`src/rtl/phy_rx_link_ctrl.sv`:
```
// phy_rx_link_ctrl: two-lane COM lock, alignment and loss-of-signal link FSM; PHY_RX_LINK_CTRL_ERRCNT_EN enables err_cnt
module phy_rx_link_ctrl #(
  parameter int COM_COUNT     = 4,
  parameter int LOSS_MAX      = 8,
  parameter int ALIGN_TIMEOUT = 16
) (
  input  logic       clk_4f,
  input  logic       reset_L,
  input  logic [7:0] data_0,
  input  logic       valid_0,
  input  logic [7:0] data_1,
  input  logic       valid_1,
  output logic       en_0,
  output logic       en_1,
  output logic       link_up,
  output logic [1:0] state,
  output logic [1:0] sync,
  output logic [7:0] err_cnt
);
  localparam int CW = $clog2(COM_COUNT + 1);
  localparam int LW = $clog2(LOSS_MAX + 1);
  localparam int AW = $clog2(ALIGN_TIMEOUT);
  typedef enum logic [1:0] {S_RESET, S_TRAIN, S_ALIGN, S_ACTIVE} state_t;
  state_t st;
  logic [CW-1:0] com_0, com_1;
  logic [LW-1:0] miss_0, miss_1;
  logic [AW-1:0] align_cnt;
  logic is_com_0, is_com_1, first_0, first_1, timeout, loss;
  always_comb begin
    is_com_0 = valid_0 && data_0 == 8'hBC;
    is_com_1 = valid_1 && data_1 == 8'hBC;
    first_0  = valid_0 && data_0 != 8'hBC;
    first_1  = valid_1 && data_1 != 8'hBC;
    timeout  = align_cnt == AW'(ALIGN_TIMEOUT - 1);
    loss     = (!valid_0 && miss_0 == LW'(LOSS_MAX - 1)) || (!valid_1 && miss_1 == LW'(LOSS_MAX - 1));
  end
  assign sync    = {com_1 == CW'(COM_COUNT), com_0 == CW'(COM_COUNT)};
  assign state   = st;
  assign en_0    = st == S_ACTIVE;
  assign en_1    = st == S_ACTIVE;
  assign link_up = st == S_ACTIVE;
  always_ff @(posedge clk_4f or negedge reset_L) begin
    if (!reset_L) begin
      st        <= S_RESET;
      com_0     <= '0;
      com_1     <= '0;
      miss_0    <= '0;
      miss_1    <= '0;
      align_cnt <= '0;
    end else begin
      case (st)
        S_RESET: begin
          st    <= S_TRAIN;
          com_0 <= '0;
          com_1 <= '0;
        end
        S_TRAIN: begin
          if (valid_0) com_0 <= is_com_0 ? (sync[0] ? com_0 : com_0 + CW'(1)) : '0;
          if (valid_1) com_1 <= is_com_1 ? (sync[1] ? com_1 : com_1 + CW'(1)) : '0;
          if (&sync) begin
            st        <= S_ALIGN;
            align_cnt <= '0;
          end
        end
        S_ALIGN: begin
          if (first_0 && first_1) begin
            st     <= S_ACTIVE;
            miss_0 <= '0;
            miss_1 <= '0;
          end else if (first_0 || first_1 || timeout) begin
            st    <= S_TRAIN;
            com_0 <= '0;
            com_1 <= '0;
          end else begin
            align_cnt <= align_cnt + AW'(1);
          end
        end
        default: begin
          miss_0 <= valid_0 ? '0 : miss_0 + LW'(1);
          miss_1 <= valid_1 ? '0 : miss_1 + LW'(1);
          if (loss) begin
            st    <= S_TRAIN;
            com_0 <= '0;
            com_1 <= '0;
          end
        end
      endcase
    end
  end
`ifdef PHY_RX_LINK_CTRL_ERRCNT_EN
  logic err_evt;
  assign err_evt = st == S_ALIGN && !(first_0 && first_1) && (first_0 || first_1 || timeout);
  always_ff @(posedge clk_4f or negedge reset_L) begin
    if (!reset_L) err_cnt <= '0;
    else if (err_evt && err_cnt != 8'hFF) err_cnt <= err_cnt + 8'd1;
  end
`else
  assign err_cnt = 8'h00;
`endif
endmodule
```
`config.mk`:
```
export PLATFORM = sky130hd
export DESIGN_NAME = phy_rx_link_ctrl
export DESIGN_NICKNAME = d
export VERILOG_FILES = /design/src/rtl/phy_rx_link_ctrl.sv
export SDC_FILE = /design/constraint.sdc
export NUM_CORES = 1
export LEC_CHECK = 0
export CAP_MARGIN = 15
export CORE_ASPECT_RATIO = 1.4
export CORE_MARGIN = 2
export CORE_UTILIZATION = 45
export CTS_CLUSTER_DIAMETER = 50
export CTS_CLUSTER_SIZE = 8
export DETAILED_ROUTE_END_ITERATION = 10
export DONT_BUFFER_PORTS = 1
export PLACE_DENSITY = 0.71
export SYNTH_ARGS = -nofsm -noshare
export SYNTH_HDL_FRONTEND = slang
export SYNTH_SLANG_ARGS = --single-unit
```
`constraint.sdc`:
```
create_clock -name clk_4f -period 3.05 [get_ports clk_4f]
set_input_delay 0.305 -clock clk_4f [delete_from_list [all_inputs] [get_ports clk_4f]]
set_output_delay 0.305 -clock clk_4f [all_outputs]
set_load 0.03 [all_outputs]
```
==> flow_metrics.py, run 1 <==
metrics = {
    "route": {
        "drc": 0,
        "dr.pass1.iters": 4,
        "vias": 1149,
        "viasPerCell": 5.95,
        "ant_nets": 0,
        "wl_per_cell_um": 16.4,
        "wirelength_um": 3160,
        "drtIter0Drc": 43,
    },
    "yosys": {
        "synth-seq-area-share_pct": 34.2,
        "ys.flop_type": "dfrtp_1",
        "synth_top_area_share_pct": 34.2,
        "ys_ff_latch": 20,
        "async_reset_ff_share_pct": 100,
        "yosysTopAreaCell": "dfrtp_1",
        "yosysMostFrequentCell": "dfrtp_1",
        "synth.area.top_cells": "dfrtp_1 (34%), ha_1 (10%), buf_4 (5.6%), a21o_1 (3.6%), nand2_1 (3.3%)",
        "synth_area_um2": 1470,
        "synth_edf_count": 0,
        "synth_warnings": 0,
        "ys_types": 44,
        "netlist_instances": 155,
        "syn-mean-instance-area_um2": 9.45,
        "synthTopCellsByCount": "dfrtp_1 (20), nand2_1 (13), ha_1 (12), inv_1 (12), buf_4 (11)",
    },
    "clock_tree": {
        "cts.path.max_buffers": 2,
        "clk_pin_slew_ps": 80,
        "cts_sinks": 20,
        "cts-root-buf": "clkbuf_8",
        "htree_levels": 1,
        "clk-insertion-delay-late_ps": 260,
        "cts_buffers": 3,
        "ctsResizeCount": 0,
        "cts_tree": "done",
    },
    "critical_path": {
        "critPathCapture": "align_cnt[1]",
        "required_ps": 3200,
        "r2r_slack_ps": 510,
        "rr_startpoint": "state[0]",
        "end_kind": "register",
        "rr_worst_depth": 7,
        "crit_type": "reg2reg",
        "path_max_fanout": 13,
        "worstPathArrival_ps": 2690,
        "r2r-end": "align_cnt[1]",
        "start_kind": "register",
        "cp-startpoint": "state[0]",
    },
    "worst_hold_path": {
        "hold_class": "in2reg",
    },
    "final_layout": {
        "fin_util_pct": 48.5,
        "final_nets": 187,
        "final_area_um2": 1510,
        "seq_area_um2": 500,
        "drive_gt1_share_pct": 9.74,
        "fillers": 302,
        "n_antenna_cell": 0,
        "multi_input_area_um2": 851,
        "syn2layout_area_growth_pct": 3.33,
    },
    "sta": {
        "hold_viol_final": 0,
        "slew_headroom_pct": 38.5,
        "rsz0062_at_grt": "no",
        "finalSetupViolCount": 0,
        "skew_ps": 2.78,
        "final.setup.tns_ps": 0,
        "max_freq_ghz": 0.394,
        "maxSlewViolCount": 0,
        "worst_pin_slew_ps": 920,
        "fin_ws_ps": 512,
        "period_needed_ps": 2540,
        "min_period_over_period_pct": 83.2,
    },
    "grt": {
        "grt.total_usage_pct": 18.5,
        "grt_max_degree": 21,
        "grt_pass1_wl_um": 5220,
        "grt_overflow": 0,
        "antenna_found_initial": 0,
        "first_global_vias": 1190,
    },
    "place": {
        "hpwl_um": 2370,
        "pre_cts_ws_ps": 564,
        "gp_congestion": 0.867,
        "placed_area_um2": 1450,
        "port_buffers": 0,
    },
    "floorplan": {
        "io_pins": 35,
        "core_area_um2": 3120,
        "start_util_pct": 46.9,
        "rows": 24,
        "die_y_um": 71.5,
        "die-area_um2": 3730,
        "die_x_um": 52.2,
    },
    "status": {
        "status": "finished, final reports clean",
    },
    "power": {
        "cellPowerDensity_nw_per_um2": 781,
        "vdd_drop_max_mv": 0.620,
        "finalPower_mw": 1.18,
        "total_leakage_power_nw": 0.739,
    },
    "job": {
        "drv_cap": 0,
    },
}
-- layout make-up --
class | count | share of cell area, %
multi-input combinational | 116 | 56.2
tap | 39 | 3.22
inverter | 13 | 3.22
timing repair buffer | 1 | 0.661
sequential | 20 | 33.1
clock buffer | 4 | 3.64
-- registers in the layout, indices dropped and copies added, names as in the netlist --
| name | flops |
|---|---|
| com_1 | 3 |
| com_0 | 3 |
| miss_0 | 4 |
| align_cnt | 4 |
| state | 2 |
| miss_1 | 4 |
-- stage by stage --
stage / std cells / hold slack, ps
finish: 193 / 248
global route: 193 / 257
CTS: 193 / 251
detailed placement: 188 / 10.1
global placement: 188 / 10.1
floorplan: 162 / 9.41
-- worst min path at each step --
stage	startpoint	end	slack, ps	cells after the start
global route	valid_1	miss_1[3]	260	2
CTS	valid_1	miss_1[3]	250	2
finish	valid_1	miss_1[3]	250	2
detailed placement	reset_L	miss_0[3]	10	0
floorplan	reset_L	align_cnt[0]	9	0
global placement	reset_L	miss_0[3]	10	0
-- cell families (layout without fill, tap and decap cells) --
group                      after synthesis  after routing  share of synthesized area (%)
AOI/OAI and AO/OA                       43             43                           21.3
muxes                                    4              4                           2.73
and+or+nand+nor                         49             49                           21.7
other                                    1              8                          0.256
adders and majority gates               12             12                           10.2
DFF                                     20             20                           34.2
buffers and inverters                   26             18                           9.56
-- timing repair --
action	in CTS	in global routing
setup buffers	0	0
setup endpoints to repair	0	0
hold buffers	1	0
endpoints found under the hold margin	20	0
-- cell usage in the layout (no fill, tap or decap), types with 2 or more instances in the layout --
master	netlist	routed
a211o_1	2	2
a211oi_1	2	2
a21o_1	7	7
a21oi_1	7	7
a31oi_1	2	2
a32o_1	2	2
a41oi_1	2	2
and2_1	2	2
and3_1	2	2
and4_1	2	2
clkbuf_8	0	4
conb_1	1	8
dfrtp_1	20	20
ha_1	12	12
inv_1	12	12
mux2i_1	4	4
nand2_1	13	13
nand3_1	6	6
nand4_1	2	2
nor2_1	2	2
nor3_1	8	8
nor4_1	2	2
o21ai_0	5	5
o21ai_1	3	3
o21ai_2	4	4
or2_1	2	2
-- critical path: stages, from the launching register on --
cell     delay [ps]
dfrtp_1         530
inv_1           170
ha_1            450
inv_2           130
a31oi_2         310
and3_1          380
o21ai_2         130
a221o_1         310
-- power breakdown --
| part | leakage [nW] | internal, mW | switching (mW) |
|---|---|---|---|
| clock network | 0.0288 | 0.115 | 0.0923 |
| logic | 0.443 | 0.200 | 0.336 |
| registers | 0.267 | 0.336 | 0.104 |
-- layer usage --
metal / part of all wire (%) / GRT usage (%) / vias up / wire, um
li1: - / - / 550 / -
met1: 38 / 19.8 / 558 / 1220
met2: 55 / 34.2 / 32 / 1730
met3: 4.1 / 3.13 / 9 / 129
met4: 2.8 / 8.26 / 0 / 90
met5: 0 / 0 / - / 0
Note: power is estimated with default switching activity, not from simulation.
==> run 2, diff against run 1 <==
Settings changed: ABC_AREA set to 1, PLACE_DENSITY 0.71 to 0.73.
Clock period 3.05 ns to 2.3 ns, I/O delays scaled along.
==> flow_metrics.py, run 2 <==
metrics = {
    "power": {
        "power_frac_seq_pct": 51.8,
        "comb_power_share_pct": 8.1,
        "cellPowerDensity_nw_per_um2": 409,
        "total_leakage_power_nw": 0.925,
        "vdd_drop_max_mv": 0.246,
        "intPower_mw": 0.518,
        "clkPwrFrac_pct": 40.1,
        "power.switching_mw": 0.166,
        "swShare_pct": 24.3,
    },
    "route": {
        "wl_per_cell_um": 11.8,
        "vias": 1333,
        "dr.pass1.iters": 4,
        "viasPerCell": 5.13,
        "drtIter0Drc": 28,
        "wirelength_um": 3080,
        "ant_nets": 0,
        "drc": 0,
    },
    "floorplan": {
        "core_area_um2": 3410,
        "io_pins": 35,
        "die_y_um": 74.6,
        "rows": 25,
        "start_util_pct": 47.0,
        "die-area_um2": 4060,
        "die_x_um": 54.4,
    },
    "final_layout": {
        "n_antenna_cell": 0,
        "drive_gt1_share_pct": 13.6,
        "final_nets": 253,
        "final_area_um2": 1670,
        "final_cell_mix": "nand2_1 (62), inv_1 (23), nor2_1 (21)",
        "finalNonFillerCells": 260,
        "syn2layout_area_growth_pct": 4.37,
        "fin_util_pct": 49.1,
        "reg.largest.list": "align_cnt (4), miss_0 (4), miss_1 (4)",
        "final_common_cell": "nand2_1",
    },
    "grt": {
        "grt_max_degree": 21,
        "first_global_vias": 1311,
        "grt_overflow": 0,
        "grt_pass1_wl_um": 5270,
        "grt.total_usage_pct": 17.5,
        "antenna_found_initial": 0,
    },
    "sta": {
        "worst_pin_slew_ps": 933,
        "max_freq_ghz": 0.550,
        "hold_viol_final": 0,
        "min_period_over_period_pct": 79.0,
        "period_needed_ps": 1820,
        "final.setup.tns_ps": 0,
        "rsz0062_at_grt": "no",
        "finalSetupViolCount": 0,
        "skew_ps": 3.62,
        "slew_headroom_pct": 37.6,
        "fin_ws_ps": 483,
        "maxSlewViolCount": 0,
    },
    "yosys": {
        "synthTopCellsByCount": "nand2_1 (62), inv_1 (23), nor2_1 (21), dfrtp_1 (20), ha_1 (12)",
        "netlist_instances": 217,
        "synth-seq-area-share_pct": 31.2,
        "synth.area.top_cells": "dfrtp_1 (31%), nand2_1 (15%), ha_1 (9.4%), inv_1 (5.4%), buf_4 (5.2%)",
        "yosysMostFrequentCell": "nand2_1",
        "syn-mean-instance-area_um2": 7.39,
        "async_reset_ff_share_pct": 100,
        "synth_top_area_share_pct": 31.2,
        "synth_area_um2": 1600,
        "ys.flop_type": "dfrtp_1",
        "ys_types": 26,
        "yosysTopAreaCell": "dfrtp_1",
        "synth_warnings": 0,
        "synth_edf_count": 0,
        "ys_ff_latch": 20,
    },
    "critical_path": {
        "path_cells": "inv_1 > ha_1 > inv_2 > nand2_4 > nor2_2 > a21oi_2 > nand3_2 > nand2_1 > nand2_1",
        "required_ps": 2460,
        "r2r_slack_ps": 480,
        "end_kind": "register",
        "critPathMaxStageDelay_ps": 400,
        "path_max_fanout": 9,
        "worstPathArrival_ps": 1970,
        "crit_slowest_cell": "dfrtp_1",
        "crit_path_frequent_cell": "nand2_1",
        "start_kind": "register",
        "crit_type": "reg2reg",
    },
    "clock_tree": {
        "cts_tree": "done",
        "clk-insertion-delay-late_ps": 260,
        "cts.path.max_buffers": 2,
        "clk_pin_slew_ps": 80,
        "cts-root-buf": "clkbuf_8",
        "cts_buffers": 3,
        "ctsResizeCount": 0,
        "htree_levels": 1,
        "cts_sinks": 20,
    },
    "place": {
        "port_buffers": 0,
        "dp.cells": 255,
        "hpwl_um": 2440,
        "pre_cts_ws_ps": 477,
        "placed_area_um2": 1610,
        "gp_congestion": 0.802,
    },
    "job": {
        "drv_cap": 0,
    },
    "status": {
        "status": "finished, final reports clean",
    },
    "worst_hold_path": {
        "hold_class": "in2reg",
    },
}
## run 2: cell types whose count changed after synthesis, moves of 4 or more
cell / before / now
a21o_1: 7 / 0
a21oi_1: 7 / 3
inv_1: 12 / 23
mux2i_1: 4 / 0
nand2_1: 13 / 62
nand2_2: 0 / 4
nand3_1: 6 / 11
nand3_2: 0 / 4
nand4_1: 2 / 11
nor2_1: 2 / 21
nor3_1: 8 / 3
o21ai_1: 3 / 7
o21ai_2: 4 / 0
xor2_1: 0 / 4
## run 2: logic make-up (layout without fill, tap and decap cells)
kind of cell | after synthesis | in the layout | share of synthesized area [%]
adder cells (fa/ha/maj) | 12 | 12 | 9.37
buffers and inverters | 40 | 36 | 12.4
AO/OA/AOI/OAI | 16 | 16 | 6.17
AND/OR/NAND/NOR | 124 | 124 | 38.4
XOR/XNOR | 4 | 4 | 2.19
other | 1 | 8 | 0.234
flip-flops | 20 | 20 | 31.2
## run 2: worst paths after layout
kind	cells past startpoint	start	to
max in group asynchronous	1	reset_L	state[1]
min reg2reg	2	align_cnt[1]	align_cnt[1]
min	3	valid_1	miss_1[0]
max	9	state[0]	com_1[1]
min in group asynchronous	1	reset_L	com_0[2]
max reg2reg	9	state[0]	com_1[1]
## run 2: final cells by class
type | instances | area [um^2]
multi-input combinational | 164 | 930
sequential | 20 | 500
inverter | 28 | 105
tap | 40 | 50.0
clock buffer | 4 | 55.1
timing repair buffer | 4 | 32.5
fill | 347 | 1740
## run 2: through the flow
stage	power, mW	hold slack, ps
floorplan	0.415	-65.6
global placement	0.408	-65.2
detailed placement	0.409	-65.2
CTS	0.693	143
global route	0.715	160
finish	0.685	147
## run 2: what timing repair did
| action | in CTS | in global routing |
|---|---|---|
| setup buffers | 0 | 0 |
| endpoints found under the hold margin | 20 | 0 |
| hold buffers | 1 | 0 |
## run 2: power by group through the flow
stage	Sequential, mW	Combinational, mW	Clock (mW)
2_1_floorplan	0.361	0.0538	0
3_3_place_gp	0.361	0.0466	0
3_5_place_dp	0.362	0.0473	0
4_1_cts	0.354	0.0561	0.282
5_1_grt	0.355	0.0636	0.296
6_report	0.355	0.0556	0.275
## run 2: critical path, delay by kind of cell (launching register included)
kind / cells / cell delay, ps
and+or+nand+nor: 5 / 430
buffers and inverters: 2 / 270
AOI/OAI and AO/OA: 1 / 190
DFF: 1 / 400
adders and majority gates: 1 / 400
## run 2: routing by layer
layer	GRT usage [%]	wire length, um	vias up
li1	-	-	677
met2	31.1	1580	35
met4	9.44	65	0
met5	0	0	-
met3	2.98	130	7
met1	19.1	1300	614
==> run 3, diff against run 2 <==
Clock period 2.3 ns to 1.6 ns, I/O delays scaled along.
==> flow_metrics.py, run 3 (synthesized netlist as in run 2, its figures left out) <==
metrics = {
    "route": {
        "drc": 0,
        "vias": 1352,
        "wirelength_um": 3300,
        "drtIter0Drc": 26,
        "wl_per_cell_um": 12.2,
        "dr.pass1.iters": 4,
        "viasPerCell": 5.01,
        "ant_nets": 0,
    },
    "final_layout": {
        "final_cell_mix": "nand2_1 (61), nor2_1 (21), inv_1 (20)",
        "n_antenna_cell": 0,
        "reg.largest.list": "align_cnt (4), miss_0 (4), miss_1 (4)",
        "syn2layout_area_growth_pct": 15.1,
        "fin_util_pct": 54.1,
        "final_nets": 263,
        "drive_gt1_share_pct": 23.9,
        "final_area_um2": 1840,
        "final_common_cell": "nand2_1",
    },
    "clock_tree": {
        "cts_buffers": 3,
        "htree_levels": 1,
        "clk-insertion-delay-late_ps": 270,
        "cts_tree": "done",
        "cts_sinks": 20,
        "clk_pin_slew_ps": 80,
        "cts.path.max_buffers": 2,
        "cts-root-buf": "clkbuf_8",
    },
    "power": {
        "vdd_drop_max_mv": 0.605,
        "cellPowerDensity_nw_per_um2": 611,
        "total_leakage_power_nw": 0.978,
    },
    "critical_path": {
        "required_ps": 1440,
        "rr_startpoint": "align_cnt[0]",
        "worstPathArrival_ps": 1340,
        "critPathMaxStageDelay_ps": 450,
        "crit_path_frequent_cell": "buf_4",
        "critPathTopFamily": "flip-flops",
        "worst-path-buf-inv": 2,
        "start_kind": "register",
        "r2r_slack_ps": 110,
        "crit_type": "reg2out",
        "path_max_fanout": 4,
        "cp-startpoint": "state[0]",
        "path_cells": "buf_4 > ha_1 > buf_4",
        "end_kind": "primary output",
        "crit_slowest_cell": "dfrtp_2",
    },
    "sta": {
        "max_freq_ghz": 0.668,
        "skew_ps": 3.84,
        "whs_ps": 58.7,
        "finalSetupViolCount": 0,
        "hold_viol_final": 0,
        "period_needed_ps": 1500,
        "worst_pin_slew_ps": 914,
        "min_period_over_period_pct": 93.5,
        "slew_headroom_pct": 38.8,
        "maxSlewViolCount": 0,
    },
    "status": {
        "status": "finished, final reports clean",
    },
    "floorplan": {
        "core_area_um2": 3410,
        "rows": 25,
        "start_util_pct": 47.0,
        "die_x_um": 54.4,
        "io_pins": 35,
        "die-area_um2": 4060,
        "die_y_um": 74.6,
    },
    "grt": {
        "grt_max_degree": 21,
        "grt_overflow": 0,
        "antenna_found_initial": 0,
        "first_global_vias": 1275,
        "grt_pass1_wl_um": 5290,
        "grt.total_usage_pct": 18.0,
    },
    "job": {
        "drv_cap": 0,
    },
    "worst_hold_path": {
        "hold_class": "in2reg",
        "min_from": "valid_1",
    },
    "place": {
        "hpwl_um": 2360,
        "placed_area_um2": 1660,
        "gp_congestion": 0.861,
        "port_buffers": 0,
    },
}
## run 3: cell types whose count changed in the layout (fill, tap and decap cells not counted), moves of 2 or more
cell | previous run | this run
ha_4 | 0 | 2
dfrtp_2 | 0 | 2
nand3_1 | 11 | 9
ha_2 | 0 | 3
a21oi_4 | 0 | 2
inv_2 | 4 | 6
dfrtp_1 | 20 | 18
nand3_2 | 4 | 6
inv_1 | 23 | 20
ha_1 | 12 | 7
buf_4 | 3 | 13
## run 3: what timing repair did
item / in CTS / in global routing
hold endpoints to repair: 20 / 0
endpoints found under the setup margin: 1 / 12
pin swaps: 0 / 5
hold buffers: 1 / 0
setup buffers: 0 / 5
resized for setup: 1 / 14
## run 3: worst paths after layout
kind                              to  cells past startpoint
max in group asynchronous   state[0]                      1
setup reg to reg            com_1[2]                      9
min in group asynchronous   com_1[1]                      1
setup / recovery             link_up                      3
hold / removal             miss_1[0]                      3
hold reg to reg             com_0[1]                      2
## run 3: tightest hold or removal path, cell delays in order
cell	delay, ps
nor2_1	30
nand2_1	60
o21ai_1	50
## run 3: final cells by class
| class | instances | area [um^2] |
|---|---|---|
| repair buffers | 14 | 108 |
| fillers | 325 | 1570 |
| multi-input cells | 164 | 1000 |
| clock buffers | 3 | 41.3 |
| inverters | 28 | 110 |
| flip-flops and latches | 20 | 503 |
| well taps | 40 | 50.0 |
| clock inverters | 1 | 30.0 |
## run 3: metrics by stage
stage	setup WS (ps)	cells	TNS [ps]	total power, mW
after CTS	54.8	265	0	1.13
after detailed placement	17.9	260	0	0.587
after global placement	73.9	260	0	0.587
after floorplan	2.37	224	0	0.597
after global routing	-11.2	270	-24.4	1.16
final	104	270	0	1.13
## run 3: power by group
group / leakage, nW / internal [mW] / switching [mW]
clock: 0.0357 / 0.335 / 0.199
sequential: 0.268 / 0.508 / 0.00189
combinational: 0.674 / 0.0202 / 0.0644
total: 0.978 / 0.863 / 0.265
## run 3: metal layers
layer / up-vias / GRT usage (%) / wire length [um]
met5: - / 0 / 0
met4: 0 / 10.0 / 79
met3: 7 / 3.77 / 152
met2: 38 / 31.1 / 1730
met1: 610 / 20.1 / 1340
li1: 697 / - / -
